## config.mk

```make
export PLATFORM = sky130hd
export DESIGN_NAME = temporizador_rco
export DESIGN_NICKNAME = d
export VERILOG_FILES = /design/src/rtl/temporizador_pkg.sv /design/src/rtl/temporizador_rco.sv
export SDC_FILE = /design/constraint.sdc
export NUM_CORES = 1
export LEC_CHECK = 0
export CAP_MARGIN = 20
export CORE_ASPECT_RATIO = 0.7
export CORE_MARGIN = 3
export CORE_UTILIZATION = 54
export DETAILED_ROUTE_END_ITERATION = 16
export PLACE_DENSITY = 0.91
export SLEW_MARGIN = 0
export SYNTH_ARGS = -nofsm -noshare
export SYNTH_HDL_FRONTEND = slang
export SYNTH_SLANG_ARGS = --single-unit
```

## constraint.sdc

```tcl
create_clock -name clk -period 3.6 [get_ports clk]
set_clock_uncertainty 0.2 [all_clocks]
set_input_delay 0.54 -clock clk [delete_from_list [all_inputs] [get_ports clk]]
set_output_delay 0.54 -clock clk [all_outputs]
set_load 0.05 [all_outputs]
```

## src/rtl/temporizador_pkg.sv

```systemverilog
// rtl/temporizador_pkg.sv - shared constants for the rco-driven down-counting timer
// Holds the default count width and the 2-bit FSM state encoding.
package temporizador_pkg;

  localparam int DEFAULT_WIDTH = 10;

  localparam logic [1:0] ST_IDLE = 2'd0;
  localparam logic [1:0] ST_RUN  = 2'd1;
  localparam logic [1:0] ST_HOLD = 2'd2;
  localparam logic [1:0] ST_DONE = 2'd3;

endpackage

```

## src/rtl/temporizador_rco.sv

```systemverilog
// rtl/temporizador_rco.sv - programmable down-counting timer clocked by the prescaler rco tick
// Ports:
//   clk          system clock, rising edge
//   reset        synchronous active-high reset
//   tick_in      rco pulse from the prescaler, counted as a level (one tick per high cycle)
//   load         load load_val into the count and the reload register, return to IDLE
//   load_val     value to load
//   start        begin counting from IDLE, or restart from DONE using the reload register
//   pause        level; while high in RUN/HOLD the count is frozen
//   auto_reload  level; on terminal count reload instead of stopping
//   count        current count (registered)
//   busy         high while in RUN or HOLD (registered)
//   done         one-cycle pulse in the cycle after the terminal tick
module temporizador_rco
  import temporizador_pkg::*;
#(
  parameter int WIDTH = DEFAULT_WIDTH
) (
  input  logic             clk,
  input  logic             reset,
  input  logic             tick_in,
  input  logic             load,
  input  logic [WIDTH-1:0] load_val,
  input  logic             start,
  input  logic             pause,
  input  logic             auto_reload,
  output logic [WIDTH-1:0] count,
  output logic             busy,
  output logic             done
);

  logic [1:0]       state;
  logic [1:0]       state_nxt;
  logic [WIDTH-1:0] count_nxt;
  logic [WIDTH-1:0] reload;
  logic             done_nxt;

  localparam logic [WIDTH-1:0] ONE  = WIDTH'(1);
  localparam logic [WIDTH-1:0] ZERO = '0;

  always_comb begin
    state_nxt = state;
    count_nxt = count;
    done_nxt  = 1'b0;
    if (load) begin
      // load wins over start and tick in the same cycle
      state_nxt = ST_IDLE;
      count_nxt = load_val;
    end else begin
      case (state)
        ST_IDLE: begin
          if (start && (count != ZERO)) begin
            state_nxt = ST_RUN;
          end
        end
        ST_RUN: begin
          if (pause) begin
            state_nxt = ST_HOLD;
          end else if (tick_in) begin
            if (count > ONE) begin
              count_nxt = count - ONE;
            end else if (count == ONE) begin
              // terminal tick: either wrap to the reload value or park in DONE
              done_nxt = 1'b1;
              if (auto_reload) begin
                count_nxt = reload;
              end else begin
                count_nxt = ZERO;
                state_nxt = ST_DONE;
              end
            end
          end
        end
        ST_HOLD: begin
          // a tick arriving with the pause release is still ignored
          if (!pause) begin
            state_nxt = ST_RUN;
          end
        end
        ST_DONE: begin
          if (start && (reload != ZERO)) begin
            count_nxt = reload;
            state_nxt = ST_RUN;
          end
        end
        default: begin
          state_nxt = ST_IDLE;
        end
      endcase
    end
  end

  always_ff @(posedge clk) begin
    if (reset) begin
      state  <= ST_IDLE;
      count  <= ZERO;
      reload <= ZERO;
      busy   <= 1'b0;
      done   <= 1'b0;
    end else begin
      state <= state_nxt;
      count <= count_nxt;
      done  <= done_nxt;
      busy  <= (state_nxt == ST_RUN) || (state_nxt == ST_HOLD);
      if (load) begin
        reload <= load_val;
      end
    end
  end

endmodule

```

==> results of run 1 <==
## how the worst max path moves through the flow
stage	startpoint	endpoint	cells after the start
after floorplan	count[0]	count[7]	8
after global placement	load	count[2]	6
after detailed placement	load	count[2]	6
after CTS	count[6]	count[6]	1
after global routing	count[0]	count[2]	7
final	count[6]	count[6]	1
## cells in the final DEF (no fill, tap or decap), drive strengths merged, types with 2 or more instances in the layout
cell,n
a211oi,7
a21oi,18
a222oi,3
clkbuf,4
clkdlybuf4s50,28
dfxtp,24
ha,2
inv,5
mux2i,4
nand2,10
nand2b,6
nand3,3
nand4b,2
nor2,18
nor3,2
nor3b,2
nor4,5
o21ai,11
o31a,2
or4,4
xnor2,5
xor2,2
## power groups by stage
stage / Combinational (mW) / Sequential (mW) / Clock, mW
finish: 0.219 / 0.314 / 0.147
global placement: 0.210 / 0.317 / 0
floorplan: 0.120 / 0.348 / 0
detailed placement: 0.213 / 0.319 / 0
CTS: 0.216 / 0.313 / 0.147
global route: 0.235 / 0.318 / 0.155
## worst reg2reg max path, cell delays in order, from the launching register on
cell and delay, ns:
dfxtp_1 0.41, inv_1 0.13, ha_1 0.35, nor2_1 0.18, nand4b_1 0.22, a21oi_2 0.45, a222oi_1 0.14, a211oi_1 0.28
## Yosys cell counts (all sizes together) (3+ instances only)
| cell type | n |
|---|---|
| or4 | 4 |
| a21oi | 18 |
| xnor2 | 5 |
| clkbuf | 7 |
| mux2i | 4 |
| nand2 | 10 |
| inv | 5 |
| nor2 | 18 |
| buf | 4 |
| o21ai | 11 |
| a211oi | 7 |
| nand3 | 3 |
| nand2b | 6 |
| a222oi | 3 |
| nor4 | 5 |
| dfxtp | 24 |
## registers in the layout, summed over array words and instances (netlist names)
register  count
busy          1
count        10
done          1
state         2
reload       10
## metrics by stage
stage	setup slack, ns	utilization	std cells
6_report	1.09	0.741	214
5_1_grt	0.953	0.741	214
4_1_cts	1.10	0.741	214
3_5_place_dp	0.904	0.725	210
3_3_place_gp	0.997	0.725	210
2_1_floorplan	1.16	-	160
## per-layer routing
layer	track usage	vias to the layer above	routed length, um
met5	0	-	0
met4	0.0496	0	40
met3	0.0634	10	325
met2	0.375	84	1590
met1	0.321	638	1540
li1	-	639	-
## logic make-up (layout without fill, tap and decap cells)
| kind of cell | count (synthesis) | after routing |
|---|---|---|
| buffers and inverters | 16 | 38 |
| and+or+nand+nor | 55 | 55 |
| AOI/OAI and AO/OA | 52 | 52 |
| DFF | 24 | 24 |
| muxes | 4 | 4 |
| adders and majority gates | 2 | 2 |
| xor gates and xnor gates | 7 | 7 |
## area by class of cell
class                      instances  area (um2)  share of cell area
clock buffer                       4        36.3              0.0217
inverter                           5        18.8              0.0112
multi-input combinational        120         811               0.484
sequential                        24         480               0.287
tap                               32        40.0              0.0239
timing repair buffer              29         288               0.172
==> results_dict.tcl, run 1 <==
set metrics [dict create \
    crit_family "buffers and inverters" \
    grt_pass1_vias 1146 \
    cap_violations 0 \
    grt_max_degree 22 \
    clock.fmax_mhz 398 \
    post_cts_resized 0 \
    yosys.area_share.adder 0.0185 \
    cts.clk_slew.worst_paths_ns 0.14 \
    final_cell_area_um2 1670 \
    synth_cells 160 \
    synth_edf_count 0 \
    syn_avg_cell_area_um2 8.48 \
    period_share 0.697 \
    vias_per_cell 6.41 \
    final_nets 202 \
    final-hold-violation-count 0 \
    p_int_uw 440 \
    leakage_nw 0.597 \
    cts_tree "done" \
    rsz0062_at_grt "no" \
    grt_first_pass_wirelength_um 5550 \
    syn_nets 179 \
    ys_ff_latch 24 \
    ir_worst_vdd_mv 0.255 \
    num_io_pins 29 \
    cts_buffers 3 \
    die_h_um 47.9 \
    yosys.area_share.simple 0.236 \
    hold_start "reload[0]" \
    combPwrFrac 0.322 \
    yosys.area.top_type_share 0.354 \
    p_clk_frac 0.216 \
    critPathKind "reg -> out" \
    power.switching_uw 240 \
    first_iter_violations 245 \
    ys.flop_type "dfxtp_1" \
    hpwlAfterDp_um 2460 \
    num_vias 1371 \
    regToRegSetupSlack_ns 1.14 \
    crit_chain "clkdlybuf4s50_1" \
    slew_headroom 0.493 \
    wire_per_inst_um 16.3 \
    fill_cells 179 \
    pwr-share-seq 0.462 \
    hold_path_end "reload[0]" \
    drive_gt1_frac 0.0879 \
    synthArstFlopShare 0 \
    r2r-start "count[0]" \
    power_uw 680 \
    synth_top_family_by_area "compound AO/OA/AOI/OAI gates" \
    synthMuxAreaShare 0.0295 \
    root_buffer "clkbuf_4" \
    finalMaxSlewViolations 0 \
    postCtsHoldBufs 0 \
    cp-start-kind "register" \
    yosysTopAreaCell "dfxtp_1" \
    fp.dieArea_um2 3160 \
    syn-cell-area_um2 1360 \
    dpl_cell_area_um2 1640 \
    reg2regPathDepth 7 \
    hold_slack_ns 0.315 \
    yosysUniqueCellTypes 42 \
    ys_warn_count 0 \
    core-area_um2 2260 \
    yosysSeqAreaShare 0.354 \
    hp-class "reg -> reg" \
    critPathMaxFanout 8 \
    crit_required_ns 2.86 \
    finalSetupViolations 0 \
    p_sw_frac 0.352 \
    overflow 0 \
    drc 0 \
    netlist_top_cells_area "dfxtp_1 35%, a21oi_1 6.3%, nor2_1 5.0%, a211oi_1 3.9%, o21ai_1 3.3%" \
    gp_congestion 0.867 \
    synth-xor-area-share 0.0452 \
    grt.total_usage 0.234 \
    drt-pass1-iter-count 5 \
    ant_nets 0 \
    antenna_found_initial 0 \
    antenna_cells 0 \
    hold_path_depth 2 \
    synth_compound_area_frac 0.268 \
    htreeDepth 1 \
    clock_latency_ns 0.33 \
    fin_crit_ns 2.51 \
    cts.sinks 24 \
    power_density_nw_per_um2 406 \
    initial_core_util 0.600 \
    worstPathArrival_ns 1.77 \
    drt-total-wl_um 3500 \
    status "completed" \
    placementRows 14 \
    clk_path_buf_depth 2 \
    path_buf_inv 1 \
    syn2layout_area_growth_pct 23.4 \
    die_x_um 65.9 \
    worst_pin_slew_ns 0.758 \
    slowest_delay_ns 0.87 \
    post_cts_buffers 0 \
    portBuffers 28 \
    timing.rr.end "count[7]" \
    cp-end-kind "primary output" \
    tns_ns 0 \
    critPathSlowestCell "clkdlybuf4s50_1" \
]
Power figures use the tool's default switching activity.
==> inputs of run 2 (changes only) <==
CORE_UTILIZATION = 45   (was 54)
PLACE_DENSITY = 0.82   (was 0.91)
clock period = 2.2 ns   (was 3.6 ns; I/O delays follow)
==> run 2 against run 1 <==
Effect of this change:
- count of clock-buffer cells in the layout decreased by 1
- routed wire length rose by 3.0%
- via count decreased by 1.1%
- hold slack worse by 0.0088 ns
- cell count grew 4.7%
- global-route usage down 2.6 points
- sequential power increased by 63%
- register-to-register slack worse by 1.1 ns
- die area rose by 18%
- largest cell class unchanged
==> results_dict.tcl, run 2 (same netlist as run 1, synthesis figures left out) <==
set metrics [dict create \
    finalSetupViolations 0 \
    power.switching_uw 407 \
    worstPathArrival_ns 2.16 \
    final_nets 210 \
    critPathKind "reg -> reg" \
    critPathMaxFanout 7 \
    clock.fmax_mhz 468 \
    status "completed" \
    initial_core_util 0.509 \
    gp_congestion 0.949 \
    power_density_nw_per_um2 717 \
    antenna_found_initial 0 \
    die_h_um 51.9 \
    slew_headroom 0.661 \
    hold_slack_ns 0.306 \
    wire_per_inst_um 16.1 \
    syn2layout_area_growth_pct 32.8 \
    clock_latency_ns 0.27 \
    num_vias 1356 \
    grt_max_degree 24 \
    final-hold-violation-count 0 \
    first_iter_violations 192 \
    num_io_pins 29 \
    antenna_cells 0 \
    ant_nets 0 \
    fill_cells 215 \
    reg2regPathDepth 5 \
    ir_worst_vdd_mv 0.462 \
    overflow 0 \
    grt_pass1_vias 1287 \
    dp_cells 219 \
    cts_buffers 3 \
    clk_path_buf_depth 2 \
    regToRegSetupSlack_ns 0.06 \
    final_cells 224 \
    postCtsHoldBufs 0 \
    reg_top3 "count: 10 flops, reload: 10 flops, state: 2 flops" \
    utilization 0.676 \
    combPwrFrac 0.301 \
    cp-end-kind "register" \
    final_cell_area_um2 1800 \
    die_x_um 71.6 \
    hold_path_depth 2 \
    layout_commonest_cell "clkdlybuf4s50_1" \
    tns_ns 0 \
    core-area_um2 2670 \
    drc 0 \
    leakage_nw 0.679 \
    cts.sinks 24 \
    p_int_uw 884 \
    hp-class "reg -> reg" \
    fp.dieArea_um2 3720 \
    drt-pass1-iter-count 5 \
    hold_start "reload[3]" \
    fin_crit_ns 2.14 \
    cts.clk_slew.worst_paths_ns 0.09 \
    vias_per_cell 6.05 \
    hpwlAfterDp_um 2590 \
    p_clk_frac 0.303 \
    drive_gt1_frac 0.163 \
    dpl_cell_area_um2 1720 \
    setup_slack_ns 0.0638 \
    r2r-start "count[3]" \
    drt-total-wl_um 3600 \
    finalMaxSlewViolations 0 \
    grt_first_pass_wirelength_um 6020 \
    grt.total_usage 0.208 \
    cap_violations 0 \
    cts_tree "done" \
    place_ws_ns 0.0109 \
    cp-start-kind "register" \
    worst_pin_slew_ns 0.508 \
    crit_required_ns 2.22 \
    htreeDepth 1 \
    p_sw_frac 0.315 \
    root_buffer "clkbuf_8" \
    pwr-share-seq 0.396 \
    period_share 0.971 \
    placementRows 15 \
    cp-startpoint "count[3]" \
    layout_common_cells "25 x clkdlybuf4s50_1, 20 x dfxtp_1, 18 x nor2_1" \
    power_mw 1.29 \
    portBuffers 28 \
]
[run 2: changes by cell type in the layout (fill, tap and decap cells not counted), moves of 2 or more]
| cell | previous run | this run |
|---|---|---|
| clkbuf_8 | 1 | 3 |
| clkdlybuf4s50_1 | 28 | 25 |
| buf_4 | 1 | 9 |
| dfxtp_2 | 0 | 4 |
| dfxtp_1 | 24 | 20 |
| buf_12 | 0 | 2 |
| clkbuf_4 | 3 | 0 |
[run 2: power by group through the flow]
stage               Clock, mW  Sequential [mW]  Combinational (mW)
global route            0.411            0.517               0.417
floorplan                   0            0.571               0.196
finish                  0.391            0.512               0.388
global placement            0            0.518               0.368
CTS                     0.394            0.511               0.384
detailed placement          0            0.520               0.377
[run 2: repair_timing]
item / in CTS / in global routing
setup endpoints to repair: 0 / 11
gates resized for setup: 0 / 2
setup buffers: 0 / 1
[run 2: worst paths after layout]
kind,end
setup reg to reg,busy
hold reg to reg,reload[3]
hold / removal,reload[3]
setup / recovery,busy
[run 2: critical path, stage by stage, from the launching register on]
cell and delay, ns:
dfxtp_1 0.41, or4_4 0.59, nor2_1 0.23, a2bb2oi_1 0.15
or4_1 0.41, nand2_1 0.08
[run 2: layer usage]
metal	wire, um	GRT usage	vias to the layer above
li1	-	-	653
met1	1620	0.270	644
met2	1680	0.332	55
met3	265	0.0521	4
met4	43	0.0781	0
met5	0	0	-
[run 2: final cells by class]
cell class / count / area (um2) / area share
timing repair buffer: 37 / 370 / 0.206
multi-input combinational: 120 / 813 / 0.451
sequential: 24 / 485 / 0.269
inverter: 5 / 18.8 / 0.0104
clock buffer: 3 / 41.3 / 0.0229
clock inverter: 1 / 30.0 / 0.0167
tap: 34 / 42.5 / 0.0236
